<file path="src/rtl/piso_serializer.sv">
// Parallel-in/serial-out shifter with load handshake, bit counter and frame/done flags.
// Optional build macro PISO_PARITY_EN appends a parity bit after the data bits.
//
// state        | meaning
// ST_IDLE      | line at IDLE_LEVEL, waiting for a word
// ST_SHIFT     | data bit presented, advancing on each sh_ena
// ST_PARITY    | parity bit presented (PISO_PARITY_EN builds only)
module piso_serializer #(
    parameter int unsigned WIDTH      = 8,
    parameter bit          MSB_FIRST  = 1'b0,
    parameter bit          IDLE_LEVEL = 1'b0,
    parameter bit          PARITY_ODD = 1'b0
) (
    input  logic             clk,
    input  logic             clr_n,
    input  logic             load_valid,
    input  logic [WIDTH-1:0] data_in,
    output logic             load_ready,
    input  logic             sh_ena,
    output logic             data_out,
    output logic             frame,
    output logic             done
);

    localparam int unsigned   CW   = $clog2(WIDTH);
    localparam logic [CW-1:0] LAST = CW'(WIDTH - 1);

    if (WIDTH < 2 || WIDTH > 32 || PARITY_ODD > 1'b1) begin : g_bad_param
        $error("piso_serializer: WIDTH must be in 2..32");
    end

    typedef enum logic [1:0] {
        ST_IDLE   = 2'd0,
        ST_SHIFT  = 2'd1,
        ST_PARITY = 2'd2
    } state_t;

    state_t           r_state;
    state_t           w_state_nxt;
    logic [WIDTH-1:0] r_shreg;
    logic [WIDTH-1:0] w_shifted;
    logic [CW-1:0]    r_cnt;
    logic             r_done;
    logic             w_last_bit;
    logic             w_word_end;
    logic             w_accept;
    logic             w_out_bit;

    always_comb begin
        w_last_bit  = (r_state == ST_SHIFT) && sh_ena && (r_cnt == LAST);
`ifdef PISO_PARITY_EN
        w_word_end  = (r_state == ST_PARITY) && sh_ena;
`else
        w_word_end  = w_last_bit;
`endif
        load_ready  = (r_state == ST_IDLE) || w_word_end;
        w_accept    = load_valid && load_ready;
        w_state_nxt = r_state;
        case (r_state)
            ST_IDLE: begin
                if (w_accept) w_state_nxt = ST_SHIFT;
            end
            ST_SHIFT: begin
                if (w_last_bit) begin
`ifdef PISO_PARITY_EN
                    w_state_nxt = ST_PARITY;
`else
                    w_state_nxt = w_accept ? ST_SHIFT : ST_IDLE;
`endif
                end
            end
            ST_PARITY: begin
                if (sh_ena) w_state_nxt = w_accept ? ST_SHIFT : ST_IDLE;
            end
            default: w_state_nxt = ST_IDLE;
        endcase
    end

    // Vacated positions take IDLE_LEVEL so the line settles there once the word drains.
    always_comb begin
        if (MSB_FIRST) w_shifted = {r_shreg[WIDTH-2:0], IDLE_LEVEL};
        else           w_shifted = {IDLE_LEVEL, r_shreg[WIDTH-1:1]};
        w_out_bit = MSB_FIRST ? r_shreg[WIDTH-1] : r_shreg[0];
    end

    always_ff @(posedge clk or negedge clr_n) begin
        if (!clr_n) begin
            r_state <= ST_IDLE;
            r_shreg <= {WIDTH{IDLE_LEVEL}};
            r_cnt   <= '0;
            r_done  <= 1'b0;
        end else begin
            r_state <= w_state_nxt;
            r_done  <= w_word_end;
            if (w_accept) begin
                r_shreg <= data_in;
                r_cnt   <= '0;
            end else if ((r_state == ST_SHIFT) && sh_ena) begin
                r_shreg <= w_shifted;
                r_cnt   <= (r_cnt == LAST) ? '0 : r_cnt + CW'(1);
            end
        end
    end

`ifdef PISO_PARITY_EN
    logic r_parity;

    always_ff @(posedge clk or negedge clr_n) begin
        if (!clr_n)        r_parity <= 1'b0;
        else if (w_accept) r_parity <= (^data_in) ^ PARITY_ODD;
    end

    assign data_out = (r_state == ST_PARITY) ? r_parity : w_out_bit;
`else
    assign data_out = w_out_bit;
`endif

    assign frame = (r_state != ST_IDLE);
    assign done  = r_done;

endmodule

</file>
<file path="config.mk">
export PLATFORM = sky130hd
export DESIGN_NAME = piso_serializer
export DESIGN_NICKNAME = d
export VERILOG_FILES = /design/src/rtl/piso_serializer.sv
export SDC_FILE = /design/constraint.sdc
export NUM_CORES = 1
export LEC_CHECK = 0
export ABC_AREA = 1
export CORE_MARGIN = 3
export CORE_UTILIZATION = 30
export DETAILED_ROUTE_END_ITERATION = 10
export SKIP_LAST_GASP = 1
export SLEW_MARGIN = 10
export SYNTH_ARGS = -nofsm -noshare
export SYNTH_HDL_FRONTEND = slang
export SYNTH_SLANG_ARGS = --single-unit
</file>
<file path="constraint.sdc">
create_clock -name clk -period 1.27 [get_ports clk]
set_input_delay 0.127 -clock clk [delete_from_list [all_inputs] [get_ports clk]]
set_output_delay 0.127 -clock clk [all_outputs]
set_load 0.02 [all_outputs]
</file>
-- Word-level counts from Yosys, hierarchy flattened
Cells that the tools add are included.
Widths: inputs -> output; s select.
- equality and inequality tests: 6
- bitwise operators: 0
- divide/modulo/power cells: 0
- shifts and indexed selects: 0
- reduce and logical (&&, ||, !) cells: 8
- $mul: 0
- add/sub/neg operators: 1
- multiplexer cells: 10
- $lt $le $gt $ge: 0
- operators by type and width (kind ; count):
    $mux 8 ; 2
    $mux 3 ; 3
    $mux 2 ; 3
    $ne 2x2->1 const B ; 3
    $pmux 2 s3 ; 1
    $reduce_bool 2->1 ; 2
    $add 3x1->3 const B ; 1
    $eq 3x3->1 const B ; 1
    $logic_and 1x1->1 ; 3
    $reduce_and 3->1 ; 1
    $eq 2x1->1 const B ; 1
    $eq 2x2->1 const B ; 1
    $logic_not 2->1 ; 1
    $logic_or 1x1->1 ; 1
    $mux 1 ; 1
- RAM bits: 0
- memories kept: 0
- input bits: 12
- ROM bits: 0
- register bits: 14
- latch bits: 0
- word-level logic and storage cells: 29

-- Logic depth before layout (Yosys ltp)
Gate-level depths: netlist of the first run.
- depth after elaboration: 8
- mapped depth: 8
- gate-level depth less buffers: 8

-- Least setup slack after synthesis of the first run
No wires, ideal clock.
- path type: reg2reg
- from: reg r_cnt[0]
- to: reg r_shreg[0]
- stages on the path, launching flop included: 9
- path slack: -0.045 ns
- arrival time: 1.197 ns
- setup time: 0.117 ns
- clock period less this slack: 1.315 ns
- path through: dfrtp_1 -> ha_1 -> ha_1 -> nand3_2 -> nand2_1 -> nand2_2 -> nand2_1 -> nand3_1 -> nand2_1
- longest elaborated chain between the ends: 5
- elaborated cells between the ends (all ways): 6
- classes of those cells: 1 x eq/ne; 1 x mux; 4 x reduce/logical
- RTL lines (element ; line ; text):
    start, declared ; 42 ; logic [CW-1:0] r_cnt;
    start signal, assigned ; 100 ; r_cnt <= (r_cnt == LAST) ? '0 : r_cnt + CW'(1);
    $eq 3x3->1 * ; 50 ; w_last_bit = (r_state == ST_SHIFT) && sh_ena && (r_cnt == LAST);
    $logic_and 1x1->1 * ; 50 ;
    $logic_or 1x1->1 * ; 56 ; load_ready = (r_state == ST_IDLE) || w_word_end;
    $logic_and 1x1->1 * ; 57 ; w_accept = load_valid && load_ready;
    $mux 8 or $reduce_bool 2->1 (tied branches) ; - ;
    end signal, assigned ; 89 ; r_shreg <= {WIDTH{IDLE_LEVEL}};
    end signal, assigned ; 96 ; r_shreg <= data_in;
    end signal, assigned ; 99 ; r_shreg <= w_shifted;
    end, declared ; 40 ; logic [WIDTH-1:0] r_shreg;
Mark *: on every way between the ends. The rest lies on a longest branch, timed or not.
A chain may end at the register's enable or synchronous reset.

-- Final worst setup path of the first run
- from: reg r_cnt[1]
- to: out load_ready
- longest elaborated chain between the ends: 3
- RTL lines (element ; line ; text):
    $eq 3x3->1 ; 50 ;
    $logic_and 1x1->1 ; 50 ;
    $logic_or 1x1->1 ; 56 ;
    end, declared ; 18 ; output logic load_ready,
Every way passes these cells.

==> impl_results.md, run 1 <==
* Status: finished with violations
* Violated checks: negative setup slack
* Min Tclk post-route at 1.45 ns
* Violation count after the first detailed-route iteration at 10
* Clk sinks at 13
* RSZ-0062 raised after global routing: yes
* Max Clock Skew at 0.00436 ns
* Sequential element share of the synthesized area at 0.478
* Maximum buffer depth of the clock tree at 2
* Starting Density at 0.330
* Post-synthesis cell count at 88
* Summed instance area of the synthesized netlist at 681 µm²
* Final Cycle Share at 1.14
* Cell-by-cell listing of the critical path: ha_2, ha_4, nand3_4, nand2_4, buf_6
* Total area of multi-input combinational cells at 347 µm²
* Least setup slack across all paths after layout at -0.178 ns
* Vertical die dimension at 53.6 µm
* CP peak stage delay at 0.40 ns
* Wirelength, routed at 1.62 mm
* Antenna fix cells at 0
* GR Overflow Total at 0
* Number of endpoints failing setup at the final stage at 12
* Area Growth Syn to Fin at 56.2%
* Slowest CP cell: sky130_fd_sc_hd__dfrtp_1
* DRT Pass-1 Iters at 4
* Final number of max-transition violations at 0
* Number of top-level pins at 16
* Worst-path maximum fanout at 3
* NumNets Final at 135
* Maximum number of pins on one net before global-route repair at 14
* Via density per instance at 4.35
* Headroom to the max-slew limit at 0.859
* Core Region at 2060 µm²
* Power Density at 1580 nW/µm²
* Synthesized net count at 102
* Via count of the first global-routing pass at 585
* Routed length per placed instance at 11.0 µm
* Count of antenna-violating nets left after detailed routing at 0
* Dominant cells by area after synthesis: sky130_fd_sc_hd__dfrtp_1 48%, sky130_fd_sc_hd__nand2_1 15%, sky130_fd_sc_hd__nand3_1 13%
* Maxcap violations at 0
* Largest area contributor in the netlist: sky130_fd_sc_hd__dfrtp_1
* TritonCTS clock tree: built
* Source of the worst register-to-register timing path: r_cnt[1]$_DFFE_PN0P_
* Share of post-route cells with drive strength above 1 at 0.275
* Weighted congestion reported at the end of routability-driven placement at 0.743
* Post-CTS clock slew at the launch and capture registers of the worst setup and hold paths at 0.08 ns
* Worst Setup End Kind: output port
* Critical R2R Capture: r_shreg[1]$_DFFE_PN0P_
* Fraction of synthesized cell area taken by the top area cell type at 0.478
* Remaining design rule violation count at 0
* Total via count in the routed design at 639
* Highest clock rate at 691 MHz
* Data arrival time of the critical path at 1.32 ns
* Deepest level of the CTS H-tree at 1
* Total routing usage reported by global routing at 0.129
* Fill count at 200
* Chip Width at 53.6 µm
* Reg-to-reg setup timing slack at -0.14 ns
* Crit path required time at 1.14 ns
* Number of library cell types mapped by synthesis at 14
* Crit Path Class: register to output port
* Transition time at the pin with the least slew margin at 0.212 ns
* Floorplan die area at 2880 µm²
* Setup Total Neg Slack at -1.32 ns
* Syn Area/Cell at 7.73 µm²
* Number of storage elements in the synthesis netlist at 13
* Minimum hold slack at 0.168 ns
* Number of antenna violations at the first check in global routing at 0
* Port Buffers at 15
* Root buffer cell: sky130_fd_sc_hd__clkbuf_4
* CTS buffer count at 3
* Total number of placement rows at 16
* Critical Path Start Type: register
* Hold violation count in the final report at 0
* Insertion delay of the later-clocked pin in the worst-skew pair at 0.27 ns
* Length in cells of the worst reg-to-reg path at 9
* Largest voltage drop on the vdd net at 0.00103 V
* Yosys warnings at 0
* Worst min-delay path class: input port to asynchronous set/reset pin
* Lkg Pwr at 0.570 nW
* First-pass GRT wire length at 2.62 mm
* Detailed-placement wirelength estimate at 1.05 mm
* Area of all sequential standard cells at 325 µm²
[metrics by stage]
| stage | utilization | cell area [µm²] | setup WS (ns) | instances | power (mW) |
|---|---|---|---|---|---|
| final | 0.516 | 1060 | -0.178 | 147 | 1.68 |
| after global routing | 0.516 | 1060 | -0.211 | 147 | 1.80 |
| after CTS | 0.490 | 1010 | -0.166 | 144 | 1.63 |
| after detailed placement | 0.441 | 910 | -0.292 | 134 | 1.28 |
| after global placement | 0.441 | 910 | -0.272 | 134 | 1.24 |
| after floorplan | - | 703 | -0.0126 | 88 | 1.04 |
[layout by cell type (no fill, tap or decap)]
cell type                         Yosys  final
sky130_fd_sc_hd__buf_6                2      2
sky130_fd_sc_hd__o21ai_1              0      1
sky130_fd_sc_hd__nand3_4              0      1
sky130_fd_sc_hd__inv_4                0      1
sky130_fd_sc_hd__ha_4                 0      1
sky130_fd_sc_hd__nand2_2              1      1
sky130_fd_sc_hd__a21oi_1              1      1
sky130_fd_sc_hd__nand2_1             28     26
sky130_fd_sc_hd__inv_2                2      1
sky130_fd_sc_hd__nand2_4              0      2
sky130_fd_sc_hd__dlygate4sd2_1        0      2
sky130_fd_sc_hd__inv_1               15     15
sky130_fd_sc_hd__nand3_1             17     13
sky130_fd_sc_hd__clkdlybuf4s50_1      0     11
sky130_fd_sc_hd__buf_4                1     14
sky130_fd_sc_hd__nand3_2              1      4
sky130_fd_sc_hd__ha_2                 0      1
sky130_fd_sc_hd__clkbuf_4             0      3
sky130_fd_sc_hd__dfrtp_1             13     13
sky130_fd_sc_hd__nand2_8              0      1
sky130_fd_sc_hd__nor2_1               3      3
sky130_fd_sc_hd__clkbuf_1             0      1
sky130_fd_sc_hd__clkdlybuf4s15_1      0      1
sky130_fd_sc_hd__o21ai_4              0      1
[routing by layer]
metal	part of all wire	up-vias	track usage	wire [µm]
met5	0	-	0	0
met4	0	0	0.0255	0
met3	0.058	0	0.0499	93
met2	0.50	18	0.218	804
met1	0.44	288	0.154	719
li1	-	333	-	-
[cell usage after synthesis]
library cell	instances
sky130_fd_sc_hd__nand3_1	17
sky130_fd_sc_hd__inv_1	15
sky130_fd_sc_hd__nand2_1	28
sky130_fd_sc_hd__o21ai_2	1
sky130_fd_sc_hd__dfrtp_1	13
sky130_fd_sc_hd__a21oi_1	1
sky130_fd_sc_hd__buf_6	2
sky130_fd_sc_hd__nand3_2	1
sky130_fd_sc_hd__o21ai_0	1
sky130_fd_sc_hd__buf_4	1
sky130_fd_sc_hd__ha_1	2
sky130_fd_sc_hd__nor2_1	3
sky130_fd_sc_hd__nand2_2	1
sky130_fd_sc_hd__inv_2	2
[area by class of cell]
cell class              instances  share of cell area
multi-input cells              56               0.326
flip-flops and latches         13               0.306
repair buffers                 30               0.249
inverters                      17              0.0624
well taps                      27              0.0318
clock buffers                   4              0.0247
[what timing repair did]
| action | in CTS | in global routing |
|---|---|---|
| gates cloned | 2 | 0 |
| resized for setup | 17 | 7 |
| pin swaps | 3 | 4 |
| endpoints found under the setup margin | 14 | 14 |
| buffers inserted | 4 | 3 |
| hold buffers | 0 | 0 |
[critical path, delay by kind of cell, from the launching register on]
kind,cells,cell delay [ns]
buf+inv,1,0.13
simple gates,2,0.14
fa+ha+maj,2,0.38
flops,1,0.40
[where the power goes]
group	internal [mW]	leakage (nW)	switching (mW)
Clock	0.122	0.0150	0.135
Sequential	0.559	0.167	0.0861
Combinational	0.384	0.388	0.390
[registers in the layout (all words and copies together) (netlist names)]
name	cells
r_shreg	8
r_cnt	3
done	1
r_state	1
[worst max path at each step]
stage                         start                      to  cells past startpoint
6_report       r_cnt[1]$_DFFE_PN0P_              load_ready                      5
5_1_grt        r_cnt[1]$_DFFE_PN0P_              load_ready                      5
2_1_floorplan  r_cnt[0]$_DFFE_PN0P_  r_shreg[0]$_DFFE_PN0P_                      8
3_3_place_gp                 sh_ena              load_ready                      4
4_1_cts        r_cnt[0]$_DFFE_PN0P_              load_ready                      5
3_5_place_dp   r_cnt[1]$_DFFE_PN0P_              load_ready                      5
[kinds of logic (layout without fill, tap and decap cells)]
| kind of cell | after synthesis | count (layout) | synth area share |
|---|---|---|---|
| compound gates | 3 | 3 | 0.0276 |
| simple gates | 50 | 51 | 0.320 |
| buf+inv | 20 | 51 | 0.138 |
| flops | 13 | 13 | 0.478 |
| fa+ha+maj | 2 | 2 | 0.0368 |
(Power assumes the default switching activity.)
==> run 2: changes to the inputs <==
- ABC_AREA: 1 -> default
- CORE_ASPECT_RATIO: default -> 2
- PLACE_DENSITY: default -> 0.62
==> run 2 against run 1 <==
The run still ends with negative setup slack left. Final cell count down 10%. Clock skew is 0.0033 ns lower. Flip-flop and latch count stayed put. Combinational power down 0.6%. Power increased by 7.0%. Count of clock-buffer cells in the layout is the same. Via count increased by 10%. Largest power group unchanged. Highest routed layer is now met4.
==> impl_results.md, run 2 <==
* Sequential element share of the synthesized area at 0.401 (was 0.478)
* Source of the worst register-to-register timing path: r_cnt[1]$_DFFE_PN0P_ (unchanged)
* Critical Path Stages at 6 (was 5)
* Design Power at 1.79 mW (was 1.68 mW)
* Worst-path maximum fanout at 5 (was 3)
* Share of post-route cells with drive strength above 1 at 0.240 (was 0.275)
* Most frequently used cell type in the post-synthesis netlist: sky130_fd_sc_hd__dfrtp_1 (was sky130_fd_sc_hd__nand2_1)
* Number of library cell types mapped by synthesis at 23 (was 14)
* Ys async rst share at 1.00 (unchanged)
* Final number of max-transition violations at 0 (unchanged)
* Critical R2R Capture: r_cnt[2]$_DFFE_PN0P_ (was r_shreg[1]$_DFFE_PN0P_)
* Worst setup slack after placement at -0.277 ns (was -0.292 ns)
* Count of antenna-violating nets left after detailed routing at 0 (unchanged)
* Critical path launch point: r_cnt[1]$_DFFE_PN0P_ (unchanged)
* GR Overflow Total at 0 (unchanged)
* Weighted congestion reported at the end of routability-driven placement at 0.774 (was 0.743)
* Post-synthesis cell count at 76 (was 88)
* Violated checks: negative setup slack (unchanged)
* Critical Path Start Type: register (unchanged)
* Endpoint of the worst setup timing path: r_cnt[2]$_DFFE_PN0P_ (was load_ready)
* Total via count in the routed design at 703 (was 639)
* Deepest level of the CTS H-tree at 1 (unchanged)
* Leading register cell type out of synthesis: sky130_fd_sc_hd__dfrtp_1 (unchanged)
* Crit path required time at 1.40 ns (was 1.14 ns)
* Slowest CP cell: sky130_fd_sc_hd__dfrtp_1 (unchanged)
* Chip Width at 42.8 µm (was 53.6 µm)
* Total number of placement rows at 26 (was 16)
* CP peak stage delay at 0.40 ns (about the same)
* Insertion delay of the later-clocked pin in the worst-skew pair at 0.24 ns (was 0.27 ns)
* Register with the highest flop count: r_shreg (unchanged)
* Hold violation count in the final report at 0 (unchanged)
* Min Tclk post-route at 1.40 ns (was 1.45 ns)
* Number of synthesized flops with an enable pin at 0 (unchanged)
* Length in cells of the worst reg-to-reg path at 6 (was 9)
* RSZ-0062 raised after global routing: yes (unchanged)
* Highest clock rate at 716 MHz (was 691 MHz)
* Vertical die dimension at 79.5 µm (was 53.6 µm)
* Worst Setup End Kind: register (was output port)
* Setup Total Neg Slack at -0.929 ns (was -1.32 ns)
* Root buffer cell: sky130_fd_sc_hd__clkbuf_8 (was sky130_fd_sc_hd__clkbuf_4)
* Final Instance Count excl. Fillers at 132 (was 147)
* Maxcap violations at 0 (unchanged)
* Number of storage elements in the synthesis netlist at 13 (unchanged)
* Power Density at 1540 nW/µm² (was 1580 nW/µm²)
* Largest area contributor in the netlist: sky130_fd_sc_hd__dfrtp_1 (unchanged)
* Summed instance area of the synthesized netlist at 811 µm² (was 681 µm²)
* Port Buffers at 15 (unchanged)
* Post-CTS clock slew at the launch and capture registers of the worst setup and hold paths at 0.06 ns (was 0.08 ns)
* Maximum number of pins on one net before global-route repair at 17 (was 14)
* Synthesized net count at 90 (was 102)
* Total routing usage reported by global routing at 0.129 (about the same)
* Max Clock Skew at 0.00105 ns (was 0.00436 ns)
* Most common library cell in the layout ignoring fill and taps: sky130_fd_sc_hd__dfrtp_1 (was sky130_fd_sc_hd__nand2_1)
* Maximum buffer depth of the clock tree at 2 (unchanged)
* Number of antenna violations at the first check in global routing at 0 (unchanged)
* Crit Path Class: register to register (was register to output port)
* Final Cycle Share at 1.10 (was 1.14)
* Starting Density at 0.315 (was 0.330)
* Violation count after the first detailed-route iteration at 7 (was 10)
* Antenna fix cells at 0 (unchanged)
* Reg-to-reg setup timing slack at -0.13 ns (was -0.14 ns)
* Area Growth Syn to Fin at 43.8% (was 56.2%)
* Worst path most repeated cell: sky130_fd_sc_hd__ha_4
* Headroom to the max-slew limit at 0.851 (was 0.859)
* Core Region at 2570 µm² (was 2060 µm²)
* List of most frequent post-synthesis cells: 13 x sky130_fd_sc_hd__dfrtp_1, 10 x sky130_fd_sc_hd__nand2b_1, 8 x sky130_fd_sc_hd__mux2i_1 (was 28 x sky130_fd_sc_hd__nand2_1, 17 x sky130_fd_sc_hd__nand3_1, 15 x sky130_fd_sc_hd__inv_1)
* Number of endpoints failing setup at the final stage at 10 (was 12)
* WP buf/inv at 1 (unchanged)
* Family of cells with the greatest summed delay on the critical path: flip-flops (unchanged)
* Registers with the highest flip-flop counts: r_shreg: 8 flops, r_cnt: 3 flops (unchanged)
* Largest voltage drop on the vdd net at 0.000690 V (was 0.00103 V)
* Transition time at the pin with the least slew margin at 0.222 ns (was 0.212 ns)
* Wirelength, routed at 1.97 mm (was 1.62 mm)
* Number of top-level pins at 16 (unchanged)
* Detailed-placement wirelength estimate at 1.41 mm (was 1.05 mm)
* Data arrival time of the critical path at 1.53 ns (was 1.32 ns)
* Floorplan die area at 3400 µm² (was 2880 µm²)
* Status: finished with violations (unchanged)
* Remaining design rule violation count at 0 (unchanged)
* Dominant cells by area after synthesis: sky130_fd_sc_hd__dfrtp_1 40%, sky130_fd_sc_hd__mux2i_1 9.9%, sky130_fd_sc_hd__nand2b_1 7.7% (was sky130_fd_sc_hd__dfrtp_1 48%, sky130_fd_sc_hd__nand2_1 15%, sky130_fd_sc_hd__nand3_1 13%)
* DRT Pass-1 Iters at 4 (unchanged)
* Cell-by-cell listing of the critical path: ha_4, ha_4, buf_8, nand2_8, a31o_1, a22o_1 (was ha_2, ha_4, nand3_4, nand2_4, buf_6)
* Yosys warnings at 0 (unchanged)
* Via count of the first global-routing pass at 772 (was 585)
* Leading cell types in the layout, fill and taps excluded: 13 x sky130_fd_sc_hd__dfrtp_1, 11 x sky130_fd_sc_hd__clkdlybuf4s50_1, 11 x sky130_fd_sc_hd__buf_4 (was 26 x sky130_fd_sc_hd__nand2_1, 15 x sky130_fd_sc_hd__inv_1, 14 x sky130_fd_sc_hd__buf_4)
* TritonCTS clock tree: built (unchanged)
* CTS buffer count at 3 (unchanged)
* Minimum hold slack at 0.194 ns (was 0.168 ns)
* Worst min-delay path class: input port to asynchronous set/reset pin (unchanged)
* Placed instance count at 126 (was 134)
* Via density per instance at 5.33 (was 4.35)
* Lkg Pwr at 0.521 nW (was 0.570 nW)
* Least setup slack across all paths after layout at -0.127 ns (was -0.178 ns)
* First-pass GRT wire length at 3.36 mm (was 2.62 mm)
* Fraction of synthesized cell area taken by the top area cell type at 0.401 (was 0.478)
* NumNets Final at 119 (was 135)
* Clk sinks at 13 (unchanged)
* Largest register FFs at 8 (unchanged)
* Syn Area/Cell at 10.7 µm² (was 7.73 µm²)
* Routed length per placed instance at 15.0 µm (was 11.0 µm)
run 2: cell count changes after synthesis, sizes merged, moves of 6 or more:
cell / delta
nand3: -17
mux2i: +8
inv: -16
o22ai: +7
a21oi: +6
nand2b: +10
mux2: +7
nand2: -25
run 2: kinds of logic after synthesis:
kind of cell             synth area share
buffers and inverters              0.0648
adder cells (fa/ha/maj)            0.0309
AO/OA/AOI/OAI                       0.161
multiplexers                        0.196
AND/OR/NAND/NOR                     0.147
flip-flops                          0.401
run 2: worst reg2reg max path: stages (launching register included):
cell and delay, ns:
sky130_fd_sc_hd__dfrtp_1 0.40, sky130_fd_sc_hd__ha_4 0.16, sky130_fd_sc_hd__ha_4 0.14, sky130_fd_sc_hd__buf_8 0.13, sky130_fd_sc_hd__nand2_8 0.08, sky130_fd_sc_hd__a31o_1 0.18
sky130_fd_sc_hd__a22o_1 0.20
run 2: how the worst min path moves through the flow:
stage,cells past startpoint,to,startpoint
2_1_floorplan,0,done$_DFF_PN0_,clr_n
3_3_place_gp,2,r_shreg[3]$_DFFE_PN0P_,clr_n
3_5_place_dp,2,r_shreg[3]$_DFFE_PN0P_,clr_n
4_1_cts,2,r_shreg[3]$_DFFE_PN0P_,clr_n
5_1_grt,2,r_shreg[3]$_DFFE_PN0P_,clr_n
6_report,2,r_shreg[3]$_DFFE_PN0P_,clr_n
run 2: metal layers:
layer  vias up  track usage  share of wire
met3         4       0.0316          0.043
met2        13        0.233           0.54
met4         0       0.0654          0.017
met5         -            0              0
met1       345        0.130           0.40
li1        341            -              -
run 2: timing repair:
item,CTS,global route
gates cloned,1,0
pin swaps,7,6
resized for setup,13,2
setup endpoints to repair,14,11
setup buffers,0,1
hold buffers,0,0
run 2: layout make-up:
type	count	area [µm²]
timing repair buffer	28	265
clock buffer	4	45.0
multi-input combinational	58	492
inverter	1	3.75
sequential	13	325
fill	247	1400
tap	28	35.0
run 2: stage by stage:
| step | instance area (µm²) | utilization |
|---|---|---|
| after global placement | 1070 | 0.418 |
| final | 1170 | 0.454 |
| after floorplan | 835 | - |
| after detailed placement | 1070 | 0.418 |
| after global routing | 1170 | 0.454 |
| after CTS | 1150 | 0.446 |
run 2: where the power goes:
group / total [mW] / switching, mW / internal [mW]
logic: 0.769 / 0.318 / 0.451
registers: 0.649 / 0.105 / 0.545
clock network: 0.376 / 0.154 / 0.222
total: 1.79 / 0.576 / 1.22
